$ cat src/rtl/alu_wb_pkg.sv
// Shared types and constants for the ALU writeback stage: FSM states,
// buffered entry layout and FIFO sizing.
package alu_wb_pkg;

  localparam int WB_WIDTH      = 32;
  localparam int WB_VLEN_W     = 8;
  localparam int WB_FIFO_DEPTH = 2;
  localparam int WB_CNT_W      = $clog2(WB_FIFO_DEPTH + 1);

  typedef enum logic [1:0] {
    IDLE,
    RUN,
    DRAIN,
    DONE
  } wb_state_e;

  typedef struct packed {
    logic [WB_WIDTH-1:0] data;
    logic                pred;
  } wb_entry_t;

endpackage

$ cat src/rtl/alu_writeback_stage_if.sv
// Handshake bundle for the writeback stage: the ALU result stream in, and the
// VRF write port out. The stage attaches through the slave modport.
interface alu_writeback_stage_if
  import alu_wb_pkg::*;
#(
  parameter int WIDTH  = WB_WIDTH,
  parameter int VLEN_W = WB_VLEN_W
);

  logic              in_valid;
  logic              in_ready;
  logic [WIDTH-1:0]  in_result;
  logic              in_predicate;
  logic              wr_en;
  logic [VLEN_W-1:0] wr_idx;
  logic [WIDTH-1:0]  wr_data;
  logic              wr_ready;

  modport master (
    output in_valid, in_result, in_predicate, wr_ready,
    input  in_ready, wr_en, wr_idx, wr_data
  );

  modport slave (
    input  in_valid, in_result, in_predicate, wr_ready,
    output in_ready, wr_en, wr_idx, wr_data
  );

endinterface

$ cat src/rtl/wb_fifo2.sv
// Two-entry synchronous FIFO holding {result, predicate} entries; the head
// entry is presented combinationally so it can drive the VRF write port.
module wb_fifo2
  import alu_wb_pkg::*;
#(
  parameter type entry_t = wb_entry_t
) (
  input  logic                clk,
  input  logic                rst_n,
  input  logic                push_i,
  input  entry_t              din_i,
  input  logic                pop_i,
  output entry_t              head_o,
  output logic                full_o,
  output logic                empty_o,
  output logic [WB_CNT_W-1:0] count_o
);

  entry_t              mem_q [WB_FIFO_DEPTH];
  logic                wr_ptr_q;
  logic                rd_ptr_q;
  logic [WB_CNT_W-1:0] count_q;
  logic                do_push;
  logic                do_pop;

  assign empty_o = (count_q == '0);
  assign full_o  = (count_q == WB_CNT_W'(WB_FIFO_DEPTH));
  assign do_pop  = pop_i && !empty_o;
  assign do_push = push_i && (!full_o || do_pop);

  always_ff @(posedge clk or negedge rst_n) begin
    if (!rst_n) begin
      // NOTE: storage is reset as well so the head (and thus wr_data) reads
      // zero out of reset; at two entries this costs almost nothing.
      for (int i = 0; i < WB_FIFO_DEPTH; i++) mem_q[i] <= '0;
      wr_ptr_q <= 1'b0;
      rd_ptr_q <= 1'b0;
      count_q  <= '0;
    end else begin
      if (do_push) begin
        mem_q[wr_ptr_q] <= din_i;
        wr_ptr_q        <= ~wr_ptr_q;
      end
      if (do_pop) rd_ptr_q <= ~rd_ptr_q;
      case ({do_push, do_pop})
        2'b10:   count_q <= count_q + WB_CNT_W'(1);
        2'b01:   count_q <= count_q - WB_CNT_W'(1);
        default: count_q <= count_q;
      endcase
    end
  end

  assign head_o  = mem_q[rd_ptr_q];
  assign count_o = count_q;

endmodule

$ cat src/rtl/alu_writeback_stage.sv
// Buffers per-element ALU results and retires them in index order to the VRF.
// Optional ALU_WB_PRED_MASK_EN: inactive-predicate elements skip their write.
module alu_writeback_stage
  import alu_wb_pkg::*;
#(
  parameter int WIDTH  = WB_WIDTH,
  parameter int VLEN_W = WB_VLEN_W
) (
  input  logic                  clk,
  input  logic                  rst_n,
  input  logic                  start,
  input  logic [VLEN_W-1:0]     vl,
  alu_writeback_stage_if.slave  bus,
  output logic                  busy,
  output logic                  done
);

  typedef struct packed {
    logic [WIDTH-1:0] data;
    logic             pred;
  } entry_t;

  wb_state_e           state_q, state_d;
  logic [VLEN_W-1:0]   vl_q, vl_d;
  logic [VLEN_W-1:0]   acc_cnt_q, acc_cnt_d;
  logic [VLEN_W-1:0]   pop_cnt_q, pop_cnt_d;

  entry_t              push_entry;
  entry_t              fifo_head;
  logic                fifo_push;
  logic                fifo_pop;
  logic                fifo_full;
  logic                fifo_empty;
  logic [WB_CNT_W-1:0] fifo_cnt;
  logic                head_active;
  logic                in_ready;
  logic                wr_en;
  logic [WIDTH-1:0]    wr_data;

`ifdef ALU_WB_PRED_MASK_EN
  assign push_entry  = '{data: bus.in_result, pred: bus.in_predicate};
  assign head_active = fifo_head.pred;
`else
  // Every element is written; the predicate bit is tied off and never used.
  logic unused_pred;
  assign push_entry  = '{data: bus.in_result, pred: 1'b1};
  assign head_active = 1'b1;
  assign unused_pred = bus.in_predicate ^ fifo_head.pred;
`endif

  wb_fifo2 #(.entry_t(entry_t)) u_fifo (
    .clk     (clk),
    .rst_n   (rst_n),
    .push_i  (fifo_push),
    .din_i   (push_entry),
    .pop_i   (fifo_pop),
    .head_o  (fifo_head),
    .full_o  (fifo_full),
    .empty_o (fifo_empty),
    .count_o (fifo_cnt)
  );

  always_ff @(posedge clk or negedge rst_n) begin
    if (!rst_n) begin
      state_q   <= IDLE;
      vl_q      <= '0;
      acc_cnt_q <= '0;
      pop_cnt_q <= '0;
    end else begin
      state_q   <= state_d;
      vl_q      <= vl_d;
      acc_cnt_q <= acc_cnt_d;
      pop_cnt_q <= pop_cnt_d;
    end
  end

  always_comb begin
    // NOTE: every output of this block gets a default first, so no path
    // through the case statement can leave a latch behind.
    state_d   = state_q;
    vl_d      = vl_q;
    acc_cnt_d = acc_cnt_q;
    pop_cnt_d = pop_cnt_q;
    in_ready  = 1'b0;
    wr_en     = 1'b0;
    wr_data   = '0;
    done      = 1'b0;
    fifo_push = 1'b0;
    fifo_pop  = 1'b0;

    // Active heads wait for the VRF; inactive heads retire in one cycle.
    if ((state_q == RUN || state_q == DRAIN) && !fifo_empty) begin
      if (head_active) begin
        wr_en    = 1'b1;
        wr_data  = fifo_head.data;
        fifo_pop = bus.wr_ready;
      end else begin
        fifo_pop = 1'b1;
      end
    end
    if (fifo_pop) pop_cnt_d = pop_cnt_q + VLEN_W'(1);

    case (state_q)
      IDLE: begin
        if (start) begin
          if (vl != '0) begin
            vl_d      = vl;
            acc_cnt_d = '0;
            pop_cnt_d = '0;
            state_d   = RUN;
          end else begin
            state_d = DONE;
          end
        end
      end
      RUN: begin
        // Depends on registered state only, never on wr_ready.
        in_ready  = (fifo_cnt < WB_CNT_W'(WB_FIFO_DEPTH)) && (acc_cnt_q < vl_q);
        fifo_push = bus.in_valid && in_ready;
        if (fifo_push) acc_cnt_d = acc_cnt_q + VLEN_W'(1);
        if (acc_cnt_d == vl_q) state_d = DRAIN;
      end
      DRAIN: begin
        if (fifo_empty && pop_cnt_q == vl_q) state_d = DONE;
      end
      DONE: begin
        done    = 1'b1;
        state_d = IDLE;
      end
      default: state_d = IDLE;
    endcase
  end

  assign bus.in_ready = in_ready;
  assign bus.wr_en    = wr_en;
  assign bus.wr_idx   = pop_cnt_q;
  assign bus.wr_data  = wr_data;
  assign busy         = (state_q != IDLE);

endmodule

$ cat src/flat_wrapper.sv
// flat-port wrapper written by rule: the top's interface ports become plain ports
module alu_writeback_stage_flat import alu_wb_pkg::*;
#(
  parameter int WIDTH  = WB_WIDTH,
  parameter int VLEN_W = WB_VLEN_W
)
  (clk, rst_n, start, vl, busy, done, bus_in_valid, bus_in_result, bus_in_predicate, bus_wr_ready, bus_in_ready, bus_wr_en, bus_wr_idx, bus_wr_data);
  alu_writeback_stage_if #(.WIDTH(WIDTH), .VLEN_W(VLEN_W)) bus_i ();
  input  logic clk;
  input  logic rst_n;
  input  logic start;
  input  logic [VLEN_W-1:0] vl;
  output logic busy;
  output logic done;
  input wire logic [$bits(bus_i.in_valid)-1:0] bus_in_valid;
  input wire logic [$bits(bus_i.in_result)-1:0] bus_in_result;
  input wire logic [$bits(bus_i.in_predicate)-1:0] bus_in_predicate;
  input wire logic [$bits(bus_i.wr_ready)-1:0] bus_wr_ready;
  output wire logic [$bits(bus_i.in_ready)-1:0] bus_in_ready;
  output wire logic [$bits(bus_i.wr_en)-1:0] bus_wr_en;
  output wire logic [$bits(bus_i.wr_idx)-1:0] bus_wr_idx;
  output wire logic [$bits(bus_i.wr_data)-1:0] bus_wr_data;
  assign bus_i.in_valid = bus_in_valid;
  assign bus_i.in_result = bus_in_result;
  assign bus_i.in_predicate = bus_in_predicate;
  assign bus_i.wr_ready = bus_wr_ready;
  assign bus_in_ready = bus_i.in_ready;
  assign bus_wr_en = bus_i.wr_en;
  assign bus_wr_idx = bus_i.wr_idx;
  assign bus_wr_data = bus_i.wr_data;
  alu_writeback_stage #(.WIDTH(WIDTH), .VLEN_W(VLEN_W)) u_core (.clk(clk), .rst_n(rst_n), .start(start), .vl(vl), .bus(bus_i), .busy(busy), .done(done));
endmodule
$ cat config.mk
export PLATFORM = sky130hd
export DESIGN_NAME = alu_writeback_stage_flat
export DESIGN_NICKNAME = d
export VERILOG_FILES = /design/src/rtl/alu_wb_pkg.sv /design/src/rtl/alu_writeback_stage_if.sv /design/src/rtl/wb_fifo2.sv /design/src/rtl/alu_writeback_stage.sv /design/src/flat_wrapper.sv
export SDC_FILE = /design/constraint.sdc
export NUM_CORES = 1
export LEC_CHECK = 0
export ABC_AREA = 1
export CAP_MARGIN = 15
export CORE_UTILIZATION = 25
export CTS_CLUSTER_DIAMETER = 120
export CTS_CLUSTER_SIZE = 12
export DETAILED_ROUTE_END_ITERATION = 8
export GPL_TIMING_DRIVEN = 1
export MAX_ROUTING_LAYER = met4
export SYNTH_ARGS = -nofsm -noshare
export SYNTH_HDL_FRONTEND = slang
export SYNTH_SLANG_ARGS = --single-unit
$ cat constraint.sdc
create_clock -name clk -period 2.4 [get_ports clk]
set_input_delay 0.36 -clock clk [delete_from_list [all_inputs] [get_ports clk]]
set_output_delay 0.36 -clock clk [all_outputs]
set_load 0.03 [all_outputs]
==> impl_results.md <==
* Max cap viols at 0
* Total Power Consumption at approximately 9.2 mW
* Hold Path Class: reg2reg
* Skew final at approximately 0.012 ns
* Maximum clock path buffer count at 2
* Iteration-0 DRC Markers at ~210
* CTS HTree Levels at 3
* Worst Tran Pin Value at approximately 0.6 ns
* Worst Path Max Fanout at 5
* Initial Utilization at 0.256
* Area occupied by multi-input gates at around 2400 sq um
* Most common cell after layout, fill and taps aside: nand2_1
* Core Region at 20,400 sq um
* Seq/Total Area, Yosys at 0.451
* First-pass GRT wire length at around 22 mm
* Antenna diode count at 0
* Final WS setup at ~0.077 ns
* Final GP Congestion at approximately 0.9
* Worst VDD drop at approximately 0.63 mV
* Required @ worst endpoint at between 2 and 3 ns
* Hold wc startpoint: u_core.u_fifo.mem_q[65]
* WHS Path Cells at 2
* Inserted Clock Buffers at 9
* Final Util at 0.348
* Pwr Density at about 1300 nW/um^2
* Fillers at 2,153
* DR vias at between 4,000 and 5,000
* Layout cells sized above 1 at 0.172
* CP arrival at ~2.6 ns
* Synth warn at 0
* Skew-Pair Late Insertion Delay at between 0.3 and 0.4 ns
* Final setup vio count at 0
* Max-slew violation count at 0
* Synth Instances at 700
* Antenna Nets Post-Route at 0
* Reg-to-Reg Start: u_core.acc_cnt_q[7]
* Post-synth cell types at 31
* Seq. cell area at 2350 sq um
* Leak pwr at between 3 and 4 nW
* Synthesized area at roughly 5200 sq um
* Syn_area_per_cell at between 7 and 8 sq um
* Drt first pass iters at 7
* Post-place instance area at approximately 6600 sq um
* Average wire per standard cell at approximately 13 um
* WS Path Type: reg2reg
* Final WL at roughly 14 mm
* Critical Path Sink Type: flip-flop
* Total gr overflow at 0
* Pre-CTS WS at approximately 0.048 ns
* Fin Hold WS at a little under 0.5 ns
* Die W at approximately 150 um
* Final period utilization at 0.968
* Final min period at around 2.3 ns
* Unrepaired setup endpoints after global routing: true
* Syn Nets at 760
* Status: complete, no violations
* DRC viols at 0
* Fmax at between 400 and 500 MHz
* Crit start category: flip-flop
* Site Rows at 52
* Top-Level Pins at 90
* Worst-path clk slew at 0.07 ns
* DP Wirelength at approximately 9.2 mm
* Clk sinks at between 90 and 100
* Gr usage total at 0.136
* IO Port Bufs at between 80 and 90
* Crit. Startpoint: u_core.acc_cnt_q[7]
* Vias in the first global route at about 4,600
* Layout area overhead at 35.8%
* Final #Nets at ~880
* Hold Fails Final Rpt at 0
* Largest net degree at the start of global routing at 59
* CTS Root Cell: clkbuf_16
* Cells on worst reg2reg path at 20
* CTS tree: done
* Via density at around 4.3
* Max_slew headroom at 0.580
* Synthesis-stage register bit count at 94
* Most frequent cells in the layout: nand2_1, inv_1, dfrtp_1
* Die Y at approximately 150 um
* Die ar. at between 20,000 and 25,000 sq um
* Cell area after layout at a little over 7000 sq um
* Initial antenna violation count at 0
-- kinds of logic (layout without fill, tap and decap cells) --
| kind of cell | count (synthesis) | in the layout | share of synthesized area |
|---|---|---|---|
| adders and majority gates | 14 | 14 | 0.0336 |
| buffers and inverters | 136 | 256 | 0.108 |
| AOI/OAI and AO/OA | 99 | 99 | 0.117 |
| xor gates and xnor gates | 10 | 10 | 0.0168 |
| and+or+nand+nor | 347 | 347 | 0.274 |
| DFF | 94 | 94 | 0.451 |
-- what timing repair did --
item | in CTS | in global routing
cloned | 0 | 3
resized for setup | 33 | 79
setup buffers | 2 | 5
hold buffers | 1 | 0
setup endpoints to repair | 33 | 81
pin swaps | 1 | 19
endpoints found under the hold margin | 10 | 0
-- final timing paths --
check / to / slack, ns
setup reg to reg: u_core.state_q[1] / 0.08
min in group asynchronous: u_core.acc_cnt_q[2] / 0.54
hold / removal: u_core.u_fifo.mem_q[65] / 0.48
max in group asynchronous: u_core.u_fifo.mem_q[8] / 1.21
setup / recovery: u_core.state_q[1] / 0.08
hold reg to reg: u_core.u_fifo.mem_q[65] / 0.48
-- state kept, by name, indices dropped and copies added (netlist names) --
signal / cells
u_core.u_fifo.mem_q: 64
u_core.vl_q: 8
u_core.u_fifo.rd_ptr_q: 1
u_core.state_q: 2
u_core.u_fifo.count_o: 2
u_core.u_fifo.wr_ptr_q: 1
u_core.bus.wr_idx: 8
u_core.acc_cnt_q: 8
-- Yosys cell counts, drive strengths merged --
master   count  area [sq um]
nand2      283          1070
inv        109           409
dfrtp       94          2350
o21ai       77           475
nand3       24           133
nor2        20          97.6
clkbuf      16          60.1
ha          14           175
nand4       12          75.1
buf         11          93.8
o22ai       11          68.8
a21oi        7          35.0
xor2         7          61.3
nor3         5          30.0
xnor2        3          26.3
nor4         2          12.5
a2111oi      1          8.76
a31oi        1          6.26
o2111ai      1          8.76
o211ai       1          7.51
or2          1          6.26
-- layer usage --
metal,track usage,part of all wire,vias up
li1,-,-,2405
met1,0.171,0.47,2191
met2,0.223,0.48,111
met3,0.0278,0.039,9
met4,0.0349,0.0084,0
met5,-,0,-
-- power breakdown --
| part | switching [mW] | internal [mW] | leakage [nW] |
|---|---|---|---|
| clock network | 0.675 | 0.819 | 0.141 |
| registers | 0.394 | 2.26 | 1.21 |
| logic | 3.06 | 2.00 | 2.40 |
-- metrics by stage --
step	instances	TNS, ns
CTS	1082	-0.113
detailed placement	1063	0
global placement	1063	0
finish	1090	0
floorplan	700	0
global route	1090	-0.207
-- critical path, cell delays in order (launching register included) --
cell	delay, ns
dfrtp_1	0.42
ha_4	0.32
nand2_4	0.05
inv_2	0.05
nand2_2	0.05
nor2_4	0.12
nor2_4	0.06
buf_6	0.11
nand3_4	0.12
buf_12	0.14
nand2_2	0.05
nand2_1	0.07
nand2_1	0.05
nand2_1	0.08
nand2_1	0.05
nor2_1	0.09
nand2_1	0.09
nand2_2	0.10
nand2_2	0.05
nand2_1	0.07
nand2_1	0.05
-- layout make-up --
cell class	instances	area share
well taps	270	0.0477
inverters	109	0.0578
clock inverters	6	0.00989
multi-input cells	470	0.342
clock buffers	10	0.0323
repair buffers	131	0.178
flip-flops and latches	94	0.333
No activity file was read; power rests on OpenSTA's default activity.
